## src/rtl/dram_arb_if.sv

```systemverilog
// Core-side request/response bus and DRAM port for dram_arbiter.
// slave = arbiter side; master = cores plus DRAM model.
interface dram_arb_if #(
  parameter int NUM_CORES = 2,
  parameter int ADDR_W    = 16,
  parameter int DATA_W    = 16
);
  logic [NUM_CORES-1:0]             core_req;
  logic [NUM_CORES-1:0]             core_we;
  logic [NUM_CORES-1:0][ADDR_W-1:0] core_addr;
  logic [NUM_CORES-1:0][DATA_W-1:0] core_wdata;
  logic [NUM_CORES-1:0]             core_ack;
  logic [DATA_W-1:0]                core_rdata;
  logic                             mem_we;
  logic [ADDR_W-1:0]                mem_addr;
  logic [DATA_W-1:0]                mem_wdata;
  logic [DATA_W-1:0]                mem_rdata;

  modport slave (
    input  core_req, core_we, core_addr, core_wdata, mem_rdata,
    output core_ack, core_rdata, mem_we, mem_addr, mem_wdata
  );

  modport master (
    output core_req, core_we, core_addr, core_wdata, mem_rdata,
    input  core_ack, core_rdata, mem_we, mem_addr, mem_wdata
  );
endinterface

```

## src/rtl/dram_arbiter.sv

```systemverilog
// Round-robin arbiter sharing one single-port DRAM (1-cycle registered read) among NUM_CORES cores.
// Optional DRAM_ARB_STATS_EN adds per-core saturating grant counters on grant_cnt.
`ifdef DRAM_ARB_STATS_EN
module dram_arb_stat_cnt (
  input  logic        clk,
  input  logic        rst_n,
  input  logic        inc,
  output logic [15:0] cnt
);
  always_ff @(posedge clk or negedge rst_n) begin
    if (!rst_n)                     cnt <= '0;
    else if (inc && cnt != 16'hFFFF) cnt <= cnt + 16'd1;
  end
endmodule
`endif

module dram_arbiter #(
  parameter int NUM_CORES = 2,
  parameter int ADDR_W    = 16,
  parameter int DATA_W    = 16,
  parameter int IDX_W     = $clog2(NUM_CORES)
) (
  input  logic              clk,
  input  logic              rst_n,
  dram_arb_if.slave         bus
`ifdef DRAM_ARB_STATS_EN
  ,
  output logic [NUM_CORES*16-1:0] grant_cnt
`endif
);
  localparam logic [1:0] S_IDLE  = 2'd0;
  localparam logic [1:0] S_ISSUE = 2'd1;
  localparam logic [1:0] S_RESP  = 2'd2;

  logic [1:0]           state;
  logic [IDX_W-1:0]     last_grant;
  logic [IDX_W-1:0]     g;
  logic                 we_q;
  logic [ADDR_W-1:0]    addr_q;
  logic [DATA_W-1:0]    wdata_q;
  logic [NUM_CORES-1:0] elig;
  logic [IDX_W-1:0]     pick;
  logic                 found;

  // A core being acked this cycle is masked so its still-high req is not re-granted.
  assign elig = bus.core_req & ~bus.core_ack;

  // Round-robin search starting one past the last winner.
  always_comb begin
    int idx;
    pick  = '0;
    found = 1'b0;
    idx   = 0;
    for (int k = 1; k <= NUM_CORES; k++) begin
      idx = int'(last_grant) + k;
      if (idx >= NUM_CORES) idx = idx - NUM_CORES;
      if (!found && elig[idx]) begin
        found = 1'b1;
        pick  = IDX_W'(idx);
      end
    end
  end

  always_ff @(posedge clk or negedge rst_n) begin
    if (!rst_n) begin
      state          <= S_IDLE;
      last_grant     <= IDX_W'(NUM_CORES - 1);
      g              <= '0;
      we_q           <= 1'b0;
      addr_q         <= '0;
      wdata_q        <= '0;
      bus.core_ack   <= '0;
      bus.core_rdata <= '0;
    end else begin
      bus.core_ack <= '0;
      case (state)
        S_IDLE: begin
          if (found) begin
            g          <= pick;
            last_grant <= pick;
            we_q       <= bus.core_we[pick];
            addr_q     <= bus.core_addr[pick];
            wdata_q    <= bus.core_wdata[pick];
            state      <= S_ISSUE;
          end
        end
        S_ISSUE: state <= S_RESP;
        S_RESP: begin
          bus.core_ack[g] <= 1'b1;
          if (!we_q) bus.core_rdata <= bus.mem_rdata;
          state <= S_IDLE;
        end
        default: state <= S_IDLE;
      endcase
    end
  end

  // Address/data simply hold between grants; only mem_we qualifies the DRAM access.
  assign bus.mem_we    = (state == S_ISSUE) && we_q;
  assign bus.mem_addr  = addr_q;
  assign bus.mem_wdata = wdata_q;

`ifdef DRAM_ARB_STATS_EN
  for (genvar i = 0; i < NUM_CORES; i++) begin : g_stats
    logic inc;
    assign inc = (state == S_RESP) && (g == IDX_W'(i));
    dram_arb_stat_cnt u_cnt (
      .clk   (clk),
      .rst_n (rst_n),
      .inc   (inc),
      .cnt   (grant_cnt[i*16 +: 16])
    );
  end
`endif
endmodule
```

## src/flat_wrapper.sv

```systemverilog
// flat-port wrapper written by rule: the top's interface ports become plain ports
module dram_arbiter_flat 
#(
  parameter int NUM_CORES = 2,
  parameter int ADDR_W    = 16,
  parameter int DATA_W    = 16,
  parameter int IDX_W     = $clog2(NUM_CORES)
)
  (clk, rst_n, bus_core_req, bus_core_we, bus_core_addr, bus_core_wdata, bus_mem_rdata, bus_core_ack, bus_core_rdata, bus_mem_we, bus_mem_addr, bus_mem_wdata);
  dram_arb_if #(.NUM_CORES(NUM_CORES), .ADDR_W(ADDR_W), .DATA_W(DATA_W)) bus_i ();
  input  logic clk;
  input  logic rst_n;
  input wire logic [$bits(bus_i.core_req)-1:0] bus_core_req;
  input wire logic [$bits(bus_i.core_we)-1:0] bus_core_we;
  input wire logic [$bits(bus_i.core_addr)-1:0] bus_core_addr;
  input wire logic [$bits(bus_i.core_wdata)-1:0] bus_core_wdata;
  input wire logic [$bits(bus_i.mem_rdata)-1:0] bus_mem_rdata;
  output wire logic [$bits(bus_i.core_ack)-1:0] bus_core_ack;
  output wire logic [$bits(bus_i.core_rdata)-1:0] bus_core_rdata;
  output wire logic [$bits(bus_i.mem_we)-1:0] bus_mem_we;
  output wire logic [$bits(bus_i.mem_addr)-1:0] bus_mem_addr;
  output wire logic [$bits(bus_i.mem_wdata)-1:0] bus_mem_wdata;
  assign bus_i.core_req = bus_core_req;
  assign bus_i.core_we = bus_core_we;
  assign bus_i.core_addr = bus_core_addr;
  assign bus_i.core_wdata = bus_core_wdata;
  assign bus_i.mem_rdata = bus_mem_rdata;
  assign bus_core_ack = bus_i.core_ack;
  assign bus_core_rdata = bus_i.core_rdata;
  assign bus_mem_we = bus_i.mem_we;
  assign bus_mem_addr = bus_i.mem_addr;
  assign bus_mem_wdata = bus_i.mem_wdata;
  dram_arbiter #(.NUM_CORES(NUM_CORES), .ADDR_W(ADDR_W), .DATA_W(DATA_W), .IDX_W(IDX_W)) u_core (.clk(clk), .rst_n(rst_n), .bus(bus_i));
endmodule
```

## config.mk

```make
export PLATFORM = sky130hd
export DESIGN_NAME = dram_arbiter_flat
export DESIGN_NICKNAME = d
export VERILOG_FILES = /design/src/rtl/dram_arb_if.sv /design/src/rtl/dram_arbiter.sv /design/src/flat_wrapper.sv
export SDC_FILE = /design/constraint.sdc
export NUM_CORES = 1
export LEC_CHECK = 0
export ABC_CLOCK_PERIOD_IN_PS = 1400
export CAP_MARGIN = 20
export CORE_ASPECT_RATIO = 1.1
export CORE_MARGIN = 3
export CORE_UTILIZATION = 34
export DETAILED_ROUTE_END_ITERATION = 16
export PLACE_DENSITY = 0.79
export SLEW_MARGIN = 20
export SYNTH_ARGS = -nofsm -noshare
export SYNTH_HDL_FRONTEND = slang
export SYNTH_SLANG_ARGS = --single-unit
```

## constraint.sdc

```tcl
create_clock -name clk -period 1.4 [get_ports clk]
set_clock_uncertainty 0.05 [all_clocks]
set_input_delay 0.28 -clock clk [delete_from_list [all_inputs] [get_ports clk]]
set_output_delay 0.28 -clock clk [all_outputs]
set_load 0.005 [all_outputs]
```

==> results, run 1 <==
- The clock edge transition at the registers on the reported setup and hold paths is 0.09 ns.
- The number of warnings issued by yosys is 0.
- The post-synthesis share of cell area spent on xor and xnor gates is 0%.
- The count of final setup violators is 51.
- The effective utilization at floorplan is 35.5%.
- The number of distinct library cells after synthesis is 18.
- The post-synthesis share of cell area spent on full adders, half adders and majority gates is 0%.
- The critical path arrival is 1.60 ns.
- The largest stage delay on the critical path is 0.55 ns.
- The dominant combinational cell family by area after synthesis is simple AND/OR/NAND/NOR gates.
- The detail route stage leaves a number of antenna-violating nets equal to 0.
- In this run, the number of DRC markers left after iteration 0 of detailed routing was 58.
- The worst pin sits at a relative slew slack of 76.2%.
- STA classifies the critical path startpoint as a register.
- After detailed routing, the average wire length per cell comes to 17.2 um.
- Setup slack on the critical path of the routed design comes to -0.0631 ns.
- The class of the most critical hold timing path is register to register.
- Detailed placement finished with a half-perimeter wire length of 4720 um.
- The clock tree from TritonCTS is yes.
- In the post-synthesis netlist, the biggest area contributors are dfrtp_1, nand2_1, a31oi_1.
- The worst-case reg-to-reg path depth is 5.
- In the post-synthesis netlist, the cell with the most instances is nand2_1.
- The run finished, with violations left.
- The layout overhead on the synthesized area is 93.5%.
- Entering global routing, the biggest net connects 35 pins.
- The net count of the finished layout is 487.
- The hold violation count in the final report came to 0.
- The final cell area excluding filler cells is 4610 um^2.
- For this run, the detailed router's first-pass iteration total came to 4.
- Summed over all layers, the routed wires come to 8310 um.
- Summing the areas of all compound-gate instances in the mapped netlist gives 9.40% of the synthesized area.
- The ratio of final minimum period to clock period is 105%.
- In the synthesized netlist, the number of instances is 237.
- After detailed routing, the number of vias per cell comes to 4.88.
- Cells with a size suffix above 1 make up 25.6% of the layout.
- The number of global-route vias before repair was 2278.
- The type of element capturing the critical path is a register.
- The die area is 8050 um^2.
- Subtracting the final worst setup slack from the clock period gives 1.46 ns.
- In this run, synthesis inferred 0 flip-flops with an integrated enable.
- Across every metal layer, demand over resource in global routing totals 18.1%.
- The share of synthesized flip-flops with an asynchronous set or reset is 100%.
- The number of buffers between clock root and the deepest sink is 2.
- Summing over every cut layer, the via total after detailed routing is 2361.
- The fraction of synthesized cell area taken by the top area cell type is 56.7%.
- The mux cell area share after synthesis is 7.56%.
- Summing every instance area after synthesis gives 2380 um^2.
- The setup TNS is -1.70 ns.
- The number of nets in the synthesized netlist is 323.
- The share of synthesized area occupied by flip-flops and latches is 57.8%.
- Setup repair after global routing could not meet its margin everywhere.
- The area of the core region is 6710 um^2.
- The clock sink count is 55.
- The floorplan step set the die height to 93.8 um.
- The simple-gate portion of the synthesized area is 19.7%.
- The global placer's final weighted congestion is 0.708.
- The critical-path cell with the highest stage delay is dfstp_2.
- The total of fill cells in the finished design is 537.
- The post-detailed-placement cell area is 3860 um^2.
- The count of final max-slew check failures came to 0.
- The total overflow reported by the global router is 0.
- The checks that failed: negative setup slack.
- The first global-routing pass estimated 11500 um of wire.
- VDD sags by at most 1.14 mV.
- The main flop type after synthesis is dfrtp_1.
- After synthesis the netlist holds a flip-flop and latch count of 55.
- The count of cells along the worst hold path is 1.
- The critical path is of the register to register type.
- The largest area contributor in the synthesized netlist is dfrtp_1.
- After layout, the design draws a total of 9.47 mW.
- The power per unit of standard cell area is 2050 nW/um^2.
- The root cell of the clock tree is clkbuf_8.
- The mean instance size in the synthesized netlist is 10.1 um^2.
- The I/O pin total is 137.
- The die span in x is 85.8 um.
- Measured on the finished design, the core utilization comes to 68.7%.
- The top achievable clock speed is 683 MHz.
- Max-cap violations in this run came to 0.
- The number of buffers created by CTS is 5.
- The largest fanout on the critical path is 9.
- The number of rows created at floorplan is 31.
- The flip-flop and latch area is 1380 um^2.
- The transition time of the tightest slew-check pin is 0.357 ns.
- Counting instances in the post-synthesis netlist gives the leading cell types as nand2_1, dfrtp_1, nor2_1.
- The DRC violation count after routing is 0.
- For the worst-skew pair, the clock arrives at the later sink with an insertion delay of 0.31 ns.
- The critical path goes through nand3b_1, and2_4, clkbuf_16, nand2_1, a31oi_1.
- Input and output buffers added on the ports amount to 136.
- The number of antenna violations at the first check in global routing is 0.
- The total number of H-tree levels is 2.
- The required time reported for the critical path endpoint is 1.54 ns.
- Summed over all cells, the static leakage comes to 2.06 nW.
- The multi-input logic area is 1130 um^2.
- The number of antenna diodes is 0.
==> path summary, 6_finish.rpt <==
kind | slack [ns] | startpoint | to
max in group asynchronous | 0.51 | rst_n | u_core.last_grant
worst max-delay path | -0.06 | u_core.last_grant | u_core.bus.mem_addr[11]
worst max register to register | -0.06 | u_core.last_grant | u_core.bus.mem_addr[11]
worst min register to register | 0.38 | u_core.g | u_core.bus.core_ack[0]
worst min-delay path | 0.38 | u_core.g | u_core.bus.core_ack[0]
min in group asynchronous | 0.48 | rst_n | u_core.bus.core_rdata[4]
==> worst max-delay path: cells and delay by family (launching register included) <==
family	cells	cell delay (ns)
AND/OR/NAND/NOR	3	0.49
AO/OA/AOI/OAI	1	0.08
flip-flops	1	0.55
buffers and inverters	1	0.18
==> per-stage QoR <==
step           instances  setup slack [ns]  hold slack [ns]
2_1_floorplan        237            0.0841          -0.0656
5_1_grt              484            -0.122            0.407
3_3_place_gp         449            -0.228            0.252
4_1_cts              478            -0.121            0.383
6_report             484           -0.0631            0.382
3_5_place_dp         449            -0.271            0.266
==> kinds of logic (layout without fill, tap and decap cells) <==
kind of cell / Yosys count / count (layout)
buffers and inverters: 18 / 182
DFF: 55 / 55
AOI/OAI and AO/OA: 36 / 36
muxes: 16 / 16
and+or+nand+nor: 112 / 113
==> registers in the layout (all words and copies together) (netlist names) <==
name / flops
u_core.bus.core_ack: 2
u_core.bus.core_rdata: 16
u_core.bus.mem_addr: 16
u_core.bus.mem_wdata: 16
u_core.g: 1
u_core.last_grant: 1
u_core.state: 2
u_core.we_q: 1
==> cell type report <==
cell class	instances	share of cell area (%)
clock buffers	6	1.57
clock inverters	2	0.814
inverters	2	0.163
multi-input cells	165	24.6
flip-flops and latches	55	29.9
well taps	82	2.22
repair buffers	172	40.7
==> power breakdown <==
group	total, mW	switching [mW]	internal (mW)
combinational	5.54	2.26	3.28
clock	1.05	0.515	0.534
sequential	2.88	0.474	2.41
total	9.47	3.25	6.22
==> cell usage in the layout, fill, tap and decap left out, drive strengths merged <==
cell type      count
a31oi             33
and2               2
buf               30
bufbuf             1
bufinv             1
clkbuf            12
clkdlybuf4s50     83
clkinvlp           1
dfrtp             54
dfstp              1
dlygate4sd2       50
dlygate4sd3        1
dlymetal6s2s       1
inv                2
mux2              16
nand2             68
nand2b             1
nand3b             1
nor2              38
nor2b              3
o21a               1
o21ai              2
==> layer usage <==
metal,global-route usage [%],vias up,share of wire (%)
met5,0,-,0
met4,3.30,0,1.2
met3,5.18,10,6.7
met2,32.3,104,52
met1,21.9,1123,40
li1,-,1124,-
==> timing repair <==
action,4_1_cts,5_1_grt
endpoints found under the setup margin,69,52
hold endpoints to repair,54,0
hold buffers,1,0
pin swaps,5,33
gates cloned,6,7
resized for setup,86,51
buffers inserted,14,3
No activity file was read; power rests on OpenSTA's default activity.
==> inputs of run 2 (changes only) <==
- ABC_CLOCK_PERIOD_IN_PS: 1400 -> 1300
- clock period: 1.4 -> 1.3 ns (I/O delays scaled with it)
==> run 2 against run 1 <==
Compared with the run above: the run still ends with negative setup slack left; clock power down 9.9%; first-iteration DRC count up 22%; power up 9.0%; die area unchanged; setup slack worse by 0.15 ns; core utilization up 1.5 points; cell count up 3.7%; critical path depth up 2; critical endpoint is now u_core.bus.mem_wdata[3]; largest cell class unchanged.
==> results, run 2 (synthesis gave the netlist of run 1 again) <==
- The count of final setup violators is 54 (was 51).
- The pin count of the biggest net entering global routing is 56 (was 35).
- The post-detailed-route via-to-cell ratio is 4.87 (was 4.88).
- The clock sink count is 55 (unchanged).
- The total of fill cells in the finished design is 505 (was 537).
- The startpoint type of the worst setup path is a register (unchanged).
- The critical path arrival is 1.66 ns (was 1.60 ns).
- The clock latency of the later-clocked register in the worst-skew pair is 0.30 ns (was 0.31 ns).
- The clock tree from TritonCTS is yes (unchanged).
- The area of the core region is 6710 um^2 (unchanged).
- The clock edge transition at the registers on the reported setup and hold paths is 0.10 ns (was 0.09 ns).
- The transition time of the tightest slew-check pin is 0.295 ns (was 0.357 ns).
- Most frequent cells in the layout: clkdlybuf4s50_1, dfrtp_1, nand2_1, nor2_1, dlygate4sd2_1 (was clkdlybuf4s50_1, dfrtp_1, nand2_1, dlygate4sd2_1, a31oi_1).
- The average wire per cell in the routed design is 17.0 um (was 17.2 um).
- The total power was 10.3 mW (was 9.47 mW).
- The root cell of the clock tree is clkbuf_8 (unchanged).
- The layout overhead on the synthesized area is 97.8% (was 93.5%).
- The number of buffers created by CTS is 5 (unchanged).
- The count of max-cap constraint violations is 0 (unchanged).
- The type of element capturing the critical path is a register (unchanged).
- The total number of nets in the final design came to 505 (was 487).
- The die span in x is 85.8 um (unchanged).
- Failing checks: negative setup slack (unchanged).
- The number of antenna diodes was 0 (unchanged).
- RSZ-0062 raised after global routing: true (unchanged).
- The first-pass detailed-route iteration total is 4 (unchanged).
- The number of DRC markers in iteration 0 is 71 (was 58).
- The type of the worst setup path is register to register (unchanged).
- The required time reported for the critical path endpoint is 1.44 ns (was 1.54 ns).
- The top achievable clock speed is 662 MHz (was 683 MHz).
- The DRC violation count after routing came to 0 (unchanged).
- The I/O pin total is 137 (unchanged).
- The worst slew margin relative to its limit came to 80.4% (was 76.2%).
- The number of antenna violations at the first check in global routing is 0 (unchanged).
- The fraction of layout cells with a size suffix above 1 is 28.8% (was 25.6%).
- The number of I/O port buffers was 136 (unchanged).
- The largest fanout on the critical path is 5 (was 9).
- The power per unit of standard cell area is 2190 nW/um^2 (was 2050 nW/um^2).
- Result of the run: finished with violations (unchanged).
- The ratio of final minimum period to clock period came to 116% (was 105%).
- The number of buffers between clock root and the deepest sink is 2 (unchanged).
- The leakage power figure is 2.11 nW (was 2.06 nW).
- The die area is 8050 um^2 (unchanged).
- The number of global-route vias before repair came to 2410 (was 2278).
- The final critical-path required period was 1.51 ns (was 1.46 ns).
- The first-pass GRT wire length is 11700 um (was 11500 um).
- The final worst hold slack is 0.397 ns (was 0.382 ns).
- The placed wire-length estimate is 4570 um (was 4720 um).
- The global placer's final weighted congestion is 0.728 (was 0.708).
- The worst voltage drop across the vdd grid was 1.13 mV (was 1.14 mV).
- The hold violation count in the final report is 0 (unchanged).
- The commonest non-fill, non-tap cell in the layout was clkdlybuf4s50_1 (unchanged).
- The total number of H-tree levels is 2 (unchanged).
- The post-route antenna net violation count is 0 (unchanged).
- The aggregate routed wire length is 8520 um (was 8310 um).
- The class of the most critical hold timing path was register to register (unchanged).
- The y dimension of the die is 93.8 um (unchanged).
- The effective utilization at floorplan is 35.5% (unchanged).
- The number of rows created at floorplan came to 31 (unchanged).
- The total via count after detailed routing is 2447 (was 2361).
- The post-layout worst setup margin is -0.212 ns (was -0.0631 ns).
- The global routing usage summed across all routing layers is 18.6% (was 18.1%).
- The total overflow reported by the global router was 0 (unchanged).
- The count of final max-slew check failures is 0 (unchanged).
==> run 2: final cells by class <==
class	count	area [um^2]	area share, %
inverter	2	7.51	0.159
timing repair buffer	191	2040	43.3
clock buffer	6	72.6	1.54
clock inverter	2	12.5	0.265
sequential	55	1380	29.2
multi-input combinational	164	1100	23.3
tap	82	103	2.18
==> run 2: power by group <==
group / total [mW] / leakage, nW / switching, mW / internal [mW]
Combinational: 6.32 / 1.43 / 2.50 / 3.82
Clock: 0.946 / 0.0412 / 0.567 / 0.379
Sequential: 3.06 / 0.635 / 0.466 / 2.59
==> run 2: path summary, 6_finish.rpt <==
kind	from	endpoint	slack, ns	depth (start not counted)
setup / recovery	u_core.bus.core_ack[1]	u_core.bus.mem_wdata[3]	-0.21	7
hold / removal	u_core.g	u_core.bus.core_ack[0]	0.40	1
hold reg to reg	u_core.g	u_core.bus.core_ack[0]	0.40	1
setup reg to reg	u_core.bus.core_ack[1]	u_core.bus.mem_wdata[3]	-0.21	7
max in group asynchronous	rst_n	u_core.last_grant	0.48	3
min in group asynchronous	rst_n	u_core.bus.core_rdata[11]	0.43	3
==> run 2: stage by stage <==
stage | std cells | cell area (um^2) | setup TNS, ns | setup slack (ns) | utilization, %
2_1_floorplan | 237 | 2390 | -0.00360 | -0.000360 | -
3_3_place_gp | 449 | 3840 | -12.61 | -0.310 | 57.3
3_5_place_dp | 449 | 3840 | -13.80 | -0.340 | 57.3
4_1_cts | 487 | 4420 | -8.74 | -0.216 | 65.9
5_1_grt | 502 | 4710 | -11.32 | -0.269 | 70.3
6_report | 502 | 4710 | -8.20 | -0.212 | 70.3
==> run 2: critical path, stage by stage (launching register included) <==
cell and delay (ns):
dfrtp_1 0.40, buf_6 0.12, nor2b_4 0.13, buf_6 0.12
o21a_4 0.20, buf_12 0.15, clkbuf_16 0.16, a31oi_4 0.08
==> run 2: layer usage <==
metal  wire length (um)  up-vias  GRT usage, %
li1                   -     1160             -
met1               3350     1150          23.0
met2               4370      123          31.9
met3                690       14          5.70
met4                119        0          3.56
met5                  0        -             0
==> run 2: what timing repair did <==
item                       in CTS  in global routing
setup buffers                  23                 13
pin swaps                      26                  8
hold endpoints to repair       54                  0
resized for setup              99                 47
setup endpoints to repair     101                 81
hold buffers                    1                  0
gates cloned                    6                  6
